$ cat src/rtl/traffic_pkg.sv
// Shared types for the intersection scheduler: light codes, phase codes
// and the phase-to-light decode used by the top-level controller.
package traffic_pkg;

    localparam logic [1:0] OFF    = 2'b00;
    localparam logic [1:0] RED    = 2'b01;
    localparam logic [1:0] YELLOW = 2'b10;
    localparam logic [1:0] GREEN  = 2'b11;

    typedef enum logic [2:0] {
        ALL_RED_A = 3'd0,
        NS_GREEN  = 3'd1,
        NS_YELLOW = 3'd2,
        ALL_RED_B = 3'd3,
        EW_GREEN  = 3'd4,
        EW_YELLOW = 3'd5,
        PED_WALK  = 3'd6,
        FLASH     = 3'd7
    } phase_e;

    typedef struct packed {
        logic [1:0] ns;
        logic [1:0] ew;
        logic       walk;
    } lights_t;

    // flash_off selects the dark half of the fault flash; it is held low
    // when the conflict monitor is not built, so FLASH then shows all red.
    function automatic lights_t decode(phase_e ph, logic flash_off);
        lights_t l;
        l = '{ns: RED, ew: RED, walk: 1'b0};
        case (ph)
            NS_GREEN:  l.ns = GREEN;
            NS_YELLOW: l.ns = YELLOW;
            EW_GREEN:  l.ew = GREEN;
            EW_YELLOW: l.ew = YELLOW;
            PED_WALK:  l.walk = 1'b1;
            FLASH: begin
                l.ns = flash_off ? OFF : RED;
                l.ew = flash_off ? OFF : RED;
            end
            default: ;
        endcase
        return l;
    endfunction

endpackage

$ cat src/rtl/phase_timer.sv
// Loadable down-counter for phase durations; advances only on tick.
// Ports: clk_i, rst_ni (sync, active-low), tick_i, load_i, load_val_i,
//        count_o (current value), zero_o (count==0), expire_o (zero & tick).
module phase_timer #(
    parameter int              W       = 8,
    parameter logic [W-1:0]    RST_VAL = '0
) (
    input  logic         clk_i,
    input  logic         rst_ni,
    input  logic         tick_i,
    input  logic         load_i,
    input  logic [W-1:0] load_val_i,
    output logic [W-1:0] count_o,
    output logic         zero_o,
    output logic         expire_o
);

    logic [W-1:0] count_q, count_d;

    always_comb begin
        count_d = count_q;
        if (load_i)
            count_d = load_val_i;
        else if (tick_i && !zero_o)
            count_d = count_q - 1'b1;
    end

    always_ff @(posedge clk_i) begin
        if (!rst_ni)
            count_q <= RST_VAL;
        else
            count_q <= count_d;
    end

    assign count_o  = count_q;
    assign zero_o   = (count_q == '0);
    assign expire_o = zero_o & tick_i;

endmodule

$ cat src/rtl/intersection_scheduler.sv
// Two-road intersection controller: NS rests in green, EW is served on
// demand with gap-out, pedestrians get an exclusive all-red walk phase.
// Ports: clk, rst_n (sync, active-low), tick, ew_car, ped_req in;
//        ns_light, ew_light, ped_walk, ped_ack, phase, fault out.
// Optional: define CONFLICT_MONITOR_EN for the latched fault / FLASH mode.
module intersection_scheduler
    import traffic_pkg::*;
#(
    parameter int TIMER_W       = 8,
    parameter int NS_MIN_GREEN  = 50,
    parameter int EW_MIN_GREEN  = 10,
    parameter int EW_MAX_GREEN  = 30,
    parameter int YELLOW_TIME   = 5,
    parameter int ALL_RED_TIME  = 2,
    parameter int PED_WALK_TIME = 20,
    parameter int FLASH_HALF    = 4
) (
    input  logic       clk,
    input  logic       rst_n,
    input  logic       tick,
    input  logic       ew_car,
    input  logic       ped_req,
    output logic [1:0] ns_light,
    output logic [1:0] ew_light,
    output logic       ped_walk,
    output logic       ped_ack,
    output logic [2:0] phase,
    output logic       fault
);

    localparam logic [TIMER_W-1:0] T_ARED  = TIMER_W'(ALL_RED_TIME - 1);
    localparam logic [TIMER_W-1:0] T_NSG   = TIMER_W'(NS_MIN_GREEN - 1);
    localparam logic [TIMER_W-1:0] T_EWG   = TIMER_W'(EW_MAX_GREEN - 1);
    localparam logic [TIMER_W-1:0] T_YEL   = TIMER_W'(YELLOW_TIME - 1);
    localparam logic [TIMER_W-1:0] T_WALK  = TIMER_W'(PED_WALK_TIME - 1);
    localparam logic [TIMER_W-1:0] T_FLASH = TIMER_W'(FLASH_HALF - 1);
    // EW green has run at least its minimum once the timer is at or below this.
    localparam logic [TIMER_W-1:0] EW_GAP  =
        TIMER_W'(EW_MAX_GREEN - EW_MIN_GREEN);

    function automatic logic [TIMER_W-1:0] dur_m1(phase_e p);
        case (p)
            NS_GREEN:             return T_NSG;
            EW_GREEN:             return T_EWG;
            NS_YELLOW, EW_YELLOW: return T_YEL;
            PED_WALK:             return T_WALK;
            FLASH:                return T_FLASH;
            default:              return T_ARED;
        endcase
    endfunction

    phase_e             state_q, state_d;
    logic               ped_pending_q, ped_pending_d;
    logic               ped_ack_q, ped_ack_d;
    logic               fault_q, fault_d;
    logic               flash_off;
    logic               enter_ped;
    logic               load;
    logic [TIMER_W-1:0] timer;
    logic               zero, expire;
    lights_t            lt;

    phase_timer #(
        .W       (TIMER_W),
        .RST_VAL (T_ARED)
    ) u_timer (
        .clk_i      (clk),
        .rst_ni     (rst_n),
        .tick_i     (tick),
        .load_i     (load),
        .load_val_i (dur_m1(state_d)),
        .count_o    (timer),
        .zero_o     (zero),
        .expire_o   (expire)
    );

    assign lt = decode(state_q, flash_off);

    always_comb begin
        state_d = state_q;
        case (state_q)
            ALL_RED_A: if (expire) state_d = NS_GREEN;
            // Rest-state exit: demand is honoured without waiting for tick.
            NS_GREEN:
                if (zero && (ew_car || ped_pending_q)) state_d = NS_YELLOW;
            NS_YELLOW: if (expire) state_d = ALL_RED_B;
            ALL_RED_B:
                if (expire) state_d = ped_pending_q ? PED_WALK : EW_GREEN;
            EW_GREEN:
                if (expire || (tick && timer <= EW_GAP && !ew_car))
                    state_d = EW_YELLOW;
            EW_YELLOW, PED_WALK: if (expire) state_d = ALL_RED_A;
`ifdef CONFLICT_MONITOR_EN
            FLASH: state_d = FLASH;
`endif
            default: state_d = ALL_RED_A;
        endcase

        fault_d = fault_q;
`ifdef CONFLICT_MONITOR_EN
        if ((lt.ns != RED && lt.ew != RED) ||
            !(state_q inside {ALL_RED_A, NS_GREEN, NS_YELLOW, ALL_RED_B,
                              EW_GREEN, EW_YELLOW, PED_WALK, FLASH})) begin
            fault_d = 1'b1;
            state_d = FLASH;
        end
`endif

        enter_ped     = (state_d == PED_WALK) && (state_q != PED_WALK);
        ped_ack_d     = enter_ped;
        ped_pending_d = ped_pending_q;
        if (ped_req && state_q != PED_WALK) ped_pending_d = 1'b1;
        if (enter_ped)                      ped_pending_d = 1'b0;

        // FLASH reloads itself every half-period to pace the toggle.
        load = (state_d != state_q) || (state_q == FLASH && expire);
    end

    always_ff @(posedge clk) begin
        if (!rst_n) begin
            state_q       <= ALL_RED_A;
            ped_pending_q <= 1'b0;
            ped_ack_q     <= 1'b0;
            fault_q       <= 1'b0;
        end else begin
            state_q       <= state_d;
            ped_pending_q <= ped_pending_d;
            ped_ack_q     <= ped_ack_d;
            fault_q       <= fault_d;
        end
    end

`ifdef CONFLICT_MONITOR_EN
    logic flash_off_q;

    always_ff @(posedge clk) begin
        if (!rst_n || state_q != FLASH)
            flash_off_q <= 1'b0;
        else if (expire)
            flash_off_q <= ~flash_off_q;
    end

    assign flash_off = flash_off_q;
`else
    assign flash_off = 1'b0;
`endif

    assign ns_light = lt.ns;
    assign ew_light = lt.ew;
    assign ped_walk = lt.walk;
    assign ped_ack  = ped_ack_q;
    assign phase    = state_q;
    assign fault    = fault_q;

endmodule

$ cat config.mk
export PLATFORM = sky130hd
export DESIGN_NAME = intersection_scheduler
export DESIGN_NICKNAME = d
export VERILOG_FILES = /design/src/rtl/traffic_pkg.sv /design/src/rtl/phase_timer.sv /design/src/rtl/intersection_scheduler.sv
export SDC_FILE = /design/constraint.sdc
export NUM_CORES = 1
export LEC_CHECK = 0
export ABC_AREA = 1
export BUFFER_PORTS_ARGS = -buffer_cell sky130_fd_sc_hd__buf_2
export CORE_MARGIN = 3
export CORE_UTILIZATION = 50
export CTS_CLUSTER_DIAMETER = 60
export DETAILED_ROUTE_END_ITERATION = 8
export GPL_ROUTABILITY_DRIVEN = 0
export PLACE_DENSITY = 0.72
export SETUP_SLACK_MARGIN = 0.15
export SYNTH_ARGS = -nofsm -noshare
export SYNTH_HDL_FRONTEND = slang
export SYNTH_SLANG_ARGS = --single-unit
$ cat constraint.sdc
create_clock -name clk -period 1.5 [get_ports clk]
set_input_delay 0.075 -clock clk [delete_from_list [all_inputs] [get_ports clk]]
set_output_delay 0.075 -clock clk [all_outputs]
set_load 0.02 [all_outputs]
### Word-level counts from Yosys, hierarchy flattened

Cells that the tools add are included.

| cells by class | value |
|---|---|
| $add $sub $neg | 1 |
| bitwise logic cells | 2 |
| order comparisons | 1 |
| mux-type cells | 14 |
| equal/unequal tests | 15 |
| reduce and logical (&&, ||, !) cells | 18 |

Operators by type and width:

| cell | count |
|---|---|
| one-hot mux 6 bit (5 select lines) | 1 |
| == test 3 bit (second input constant) | 8 |
| two-way mux 3 bit | 6 |
| one-hot mux 3 bit (6 select lines) | 1 |
| two-way mux 8 bit | 2 |
| == test 3 x 2 -> 1 bit (second input constant) | 3 |
| less-or-equal comparator 8 x 5 -> 1 bit (second input constant) | 1 |
| logical NOT 8 bit | 1 |
| one-hot mux 2 bit (2 select lines) | 2 |
| subtractor 8 x 1 -> 8 bit (second input constant) | 1 |
| logical AND 1 bit | 7 |
| == test 3 x 1 -> 1 bit (second input constant) | 2 |
| OR reduction 2 bit | 3 |
| logical NOT 3 bit | 1 |
| logical OR 1 bit | 3 |
| != test 3 bit | 1 |
| != test 3 bit (second input constant) | 1 |
| logical NOT 1 bit | 2 |
| two-way mux 2 bit | 1 |
| nonzero test 2 bit | 1 |
| AND 1 bit | 1 |
| two-way mux 1 bit | 1 |
| inverter 1 bit | 1 |

| word-level totals | value |
|---|---|
| logic and storage cells | 55 |
| flip-flop bits (word level) | 13 |

### Longest topological paths before layout

| depth | value |
|---|---|
| depth in word-level cells | 10 |
| depth in mapped cells | 15 |

### Hierarchy

From an unflattened synthesis, not the netlist that was laid out.

| second synthesis, totals | value |
|---|---|
| cell total of the unflattened synthesis | 185 |
| area, all modules | 1117.3 µm² |

Modules (own cells, without submodules):

| module | times used | area an instance (µm²) | cells each | sequential area each (µm²) |
|---|---|---|---|---|
| phase_timer | 1 | 601.8 | 100 | 160.2 |
| intersection_scheduler | 1 | 515.5 | 85 | 100.1 |

### Least setup slack after synthesis

No wires, ideal clock.

| path | value |
|---|---|
| path type | register to register |
| from | reg state_q[0], in the netlist phase[0] |
| to | reg u_timer.count_q[2], in the netlist u_timer.count_o[2] |
| library setup time | 115 ps |
| data required time | 1385 ps |
| cell stages (with the launch flop) | 14 |
| clock period less this slack | 1741 ps |
| path slack | -241 ps |
| arrival time | 1626 ps |
| cells stage by stage | dfxtp_1 inv_1 nor2_1 nand2_1 nand3_1 nand2_1 nor2_1 nor2_2 nand2_1 nand2_1 nand2_1 nand2_1 nand2_1 nor2_2 |

| on the way | value |
|---|---|
| longest elaborated chain between the ends | 7 |
| elaborated cells between the ends (all ways) | 29 |
| classes of those cells | 14 x eq/ne; 9 x mux; 6 x reduce/logical |

Ends and longest elaborated chain:

| element | RTL line | RTL |
|---|---|---|
| start: declaration | intersection_scheduler.sv:52 | `phase_e state_q, state_d;` |
| start signal: assignment | intersection_scheduler.sv:126 | `state_q <= state_d;` |
| == test 3 bit | intersection_scheduler.sv:81 | `case (state_q)` |
| OR reduction 2 bit | intersection_scheduler.sv:81 |  |
| one-hot mux 3 bit (6 select lines) | intersection_scheduler.sv:81 |  |
| == test 3 x 2 -> 1 bit / == test 3 bit (equally long branches) | intersection_scheduler.sv:42 | `case (p)` |
| OR reduction 2 bit | intersection_scheduler.sv:42 |  |
| one-hot mux 6 bit (5 select lines) | intersection_scheduler.sv:42 |  |
| two-way mux 8 bit | phase_timer.sv:22 | `if (load_i)` |
| end signal: assignment | phase_timer.sv:32 | `count_q <= count_d;` |
| end: declaration | phase_timer.sv:18 | `logic [W-1:0] count_q, count_d;` |

Several ways; a longest one is shown, not always the timed one.
A chain may end at the register's enable or synchronous reset.

### Worst setup path in the final report

| path | value |
|---|---|
| from | reg u_timer.count_q[0], in the netlist u_timer.count_o[0] |
| to | reg u_timer.count_q[3], in the netlist u_timer.count_o[3] |

| on the way | value |
|---|---|
| longest elaborated chain between the ends | 10 |
| elaborated cells between the ends (all ways) | 31 |
| classes of those cells | 1 x add/sub; 1 x order compare; 7 x eq/ne; 10 x mux; 1 x bitwise; 11 x reduce/logical |

Ends and longest elaborated chain:

| element | RTL line | RTL |
|---|---|---|
| less-or-equal comparator 8 x 5 -> 1 bit | intersection_scheduler.sv:90 | `if (expire \|\| (tick && timer <= EW_GAP && !ew_car))` |
| logical AND 1 bit (2 in series) | intersection_scheduler.sv:90 |  |
| logical OR 1 bit | intersection_scheduler.sv:90 |  |
| two-way mux 3 bit | intersection_scheduler.sv:90 |  |
| one-hot mux 3 bit (6 select lines) | intersection_scheduler.sv:81 |  |
| == test 3 x 2 -> 1 bit / == test 3 bit (equally long branches) | intersection_scheduler.sv:42 |  |
| OR reduction 2 bit | intersection_scheduler.sv:42 |  |
| one-hot mux 6 bit (5 select lines) | intersection_scheduler.sv:42 |  |
| two-way mux 8 bit | phase_timer.sv:22 |  |

Several ways; a longest one is shown, not always the timed one. The select of a mux whose other input is x is not followed.

==> flow_summary_export.csv <==
group,metric,value,unit
min_path,holdCritStartpoint,"rst_n",
clock_network,cts_buffers,3,
global_routing,grt_pass1_vias,1032,
worst_setup_path,path_class,"flop to flop",
sta,period_share,1.145,
cells_and_area,final_common_cell,"buf_4",
pwr,switching_share,0.4582,
sta,slew_viol_final,0,
clock_network,insertion_delay,290,ps
yosys,syn_nets,156,
floorplanning,boundaryPins,15,
yosys,yosys.cell_types.count,36,
status,violations,"negative setup slack",
placed_design,dp.cells,209,
status,status,"finished with violations",
route,drt_iter0_drc,43,
worst_setup_path,critPathTopFamily,"simple AND/OR/NAND/NOR gates",
clock_network,tritoncts,"built",
pwr,cellPowerDensity,1704,mW/mm^2
worst_setup_path,rr_endpoint,"u_timer.count_o[3]$_SDFFE_PN0P_",
placed_design,dp_hpwl,2.084,mm
route,wirelength,2.882,mm
worst_setup_path,crit_start,"u_timer.count_o[0]$_SDFFE_PN1P_",
pwr,clkPwrFrac,0.088,
worst_setup_path,r2r_cells,10,
route,avgRoutedWirePerCell,13.10,um
cells_and_area,areaGrowthSynthToFinish,48.39,%
floorplanning,core,0.001821,sq mm
route,via_count,1144,
global_routing,grt_max_degree,10,
placed_design,placed_cell_area,0.001320,sq mm
sta,finalSetupTns,-1449,ps
cells_and_area,multi_input_area,770.7,sq um
cells_and_area,num_antenna_cells,0,
pwr,combPwrFrac,0.696,
worst_setup_path,path_buf_inv,2,
yosys,avgSynthCellArea,6.768,sq um
yosys,yosys_warnings,0,
route,dr.pass1.iters,4,
cells_and_area,nFillCells,127,
worst_setup_path,cp-endpoint,"u_timer.count_o[3]$_SDFFE_PN0P_",
worst_setup_path,crit_cells,10,
sta,finalHoldViolCount,0,
worst_setup_path,regToRegSetupSlack,-220,ps
cells_and_area,layout.nets,203,
clock_network,clkTransAtPathRegs,80,ps
sta,fin_ws,-217.4,ps
placed_design,port-buffer-count,13,
worst_setup_path,cp-end-kind,"flop",
worst_setup_path,crit_chain,"inv_2, ha_4, nand2_4, nor2_8, buf_4, nor2_4, nand3_2, xor2_2, nand3_1, and3_1",
global_routing,antenna_found_initial,0,
sta,rsz0062_at_grt,"true",
global_routing,grt_overflow_total,0,
floorplanning,die_area,0.002592,sq mm
route,viasPerCell,5.200,
floorplanning,fp-row-count,15,
yosys,syn_area,0.001008,sq mm
yosys,synth_seq_cells,13,
clock_network,clockBufferDepth,2,
global_routing,grt_usage,0.2317,
flow_run,maxCapViolCount,0,
clock_network,clockRootBuffer,"clkbuf_4",
pwr,pwr-share-seq,0.216,
pwr,p_switching,1.169,mW
worst_setup_path,arrival,1900,ps
clock_network,ctsHtreeMaxLevel,1,
sta,finClkSkew,11.51,ps
pwr,ir_drop,1.617,mV
route,final_antenna_net_count,0,
worst_setup_path,critPathMaxStageDelay,350,ps
worst_setup_path,cpMaxStageDelayCell,"dfxtp_2",
worst_setup_path,critPathMaxFanout,7,
pwr,p_int,1.382,mW
sta,fin_crit,1717,ps
pwr,leakage,0.7396,nW
yosys,seq_area_frac_synth,0.2581,
route,drc,0,
floorplanning,die_y,50.91,um
global_routing,grt_pass1_wl,4.478,mm
sta,max_clock_freq,0.5823,GHz
worst_setup_path,reg2reg_from,"u_timer.count_o[0]$_SDFFE_PN1P_",
cells_and_area,layout.area.seq,274.0,sq um
cells_and_area,fin_area,0.001496,sq mm
worst_setup_path,startpoint_type,"flop",
sta,setup_viol,10,
clock_network,holdBufCountCts,0,
min_path,hold_class,"primary input to flop",
clock_network,cts.sinks,13,
worst_setup_path,cp_data_required_time,1680,ps
floorplanning,initial_core_util,0.5540,
cells_and_area,mostFrequentLayoutCells,"buf_4 (30), nand2_1 (22), inv_1 (13), buf_2 (13), nor2_1 (12)",
cells_and_area,fin_cells,220,
yosys,synthCells,149,
floorplanning,die_w,50.91,um
cells_and_area,final_layout_size_suffix_gt1_frac,0.5128,
[area by class of cell]
type                    instances  share of cell area
multi-input cells             112              0.5150
clock buffers                   4             0.01756
flip-flops and latches         13              0.1831
well taps                      25             0.02090
inverters                      21             0.05435
repair buffers                 45              0.2090
[worst min-delay path by stage]
stage                     cells after the start                              end  slack (ps)
after floorplan                               1  u_timer.count_o[0]$_SDFFE_PN1P_         160
after global placement                        2  u_timer.count_o[0]$_SDFFE_PN1P_         320
after detailed placement                      2  u_timer.count_o[0]$_SDFFE_PN1P_         320
after CTS                                     2  u_timer.count_o[0]$_SDFFE_PN1P_          20
after global routing                          2  u_timer.count_o[0]$_SDFFE_PN1P_          50
final                                         2  u_timer.count_o[0]$_SDFFE_PN1P_          50
[cells in the mapped netlist]
library cell	number	area share
inv_2	1	0.0037
buf_4	2	0.015
and3_1	1	0.0062
nand3_4	1	0.017
nand2_2	3	0.019
nor3_2	1	0.0099
a21boi_0	1	0.0074
nor2_2	3	0.019
nand4_1	5	0.031
a21oi_1	2	0.0099
nor3_1	5	0.025
nor2_1	18	0.067
nand2_1	30	0.11
buf_2	1	0.0050
a211oi_1	1	0.0074
clkinv_1	2	0.0074
inv_1	18	0.067
nand3_1	13	0.065
nand3_2	2	0.020
or2_2	1	0.0062
a31oi_1	1	0.0062
nand2_4	2	0.022
a21oi_2	1	0.0087
o21ai_2	2	0.017
ha_1	2	0.025
o21ai_1	3	0.015
nor2_4	2	0.022
nand4_2	1	0.012
nor2_8	1	0.020
o211ai_1	1	0.0074
conb_1	1	0.0037
o21ai_0	1	0.0050
xor2_1	5	0.043
or2_1	1	0.0062
dfxtp_1	13	0.26
xnor2_1	1	0.0087
[power by group through the flow]
stage | clock (mW) | sequential, mW | combinational, mW
2_1_floorplan | 0 | 0.579 | 1.00
3_3_place_gp | 0 | 0.549 | 1.52
3_5_place_dp | 0 | 0.553 | 1.55
4_1_cts | 0.235 | 0.552 | 1.60
5_1_grt | 0.248 | 0.564 | 1.92
6_report | 0.224 | 0.551 | 1.78
[through the flow]
| step | power, mW | utilization | setup slack [ps] | hold slack, ps |
|---|---|---|---|---|
| floorplan | 1.583 | - | 3.799 | 159.1 |
| detailed placement | 2.100 | 0.7251 | -154.2 | 322.5 |
| CTS | 2.384 | 0.7698 | -105.9 | 16.76 |
| finish | 2.550 | 0.8220 | -217.4 | 45.77 |
| global placement | 2.073 | 0.7251 | -99.23 | 319.0 |
| global route | 2.731 | 0.8220 | -337.1 | 50.66 |
[what timing repair did]
item | CTS | global route
pin swaps | 0 | 9
buffers inserted | 2 | 5
resized for setup | 13 | 18
setup endpoints to repair | 11 | 15
[sequential cells by signal (all words and copies together) (netlist names)]
signal and cells:
ped_ack 1, phase 3, ped_pending_q 1, u_timer.count_o 8
[metal layers]
layer	GRT usage	part of all wire	vias to the layer above
met2	0.3927	0.48	37
met1	0.2900	0.44	523
met3	0.03499	0.055	11
li1	-	-	573
met5	0	0	-
met4	0.09417	0.024	0
[cells by family (layout without fill, tap and decap cells)]
family                     after synthesis  count (layout)  synth area share
AOI/OAI and AO/OA                       13              13           0.08438
xor gates and xnor gates                 6               6           0.05211
adders and majority gates                2               2           0.02481
buffers and inverters                   24              70           0.09800
DFF                                     13              13            0.2581
other                                    1               1          0.003719
and+or+nand+nor                         90              90            0.4789
Power figures use the tool's default switching activity.
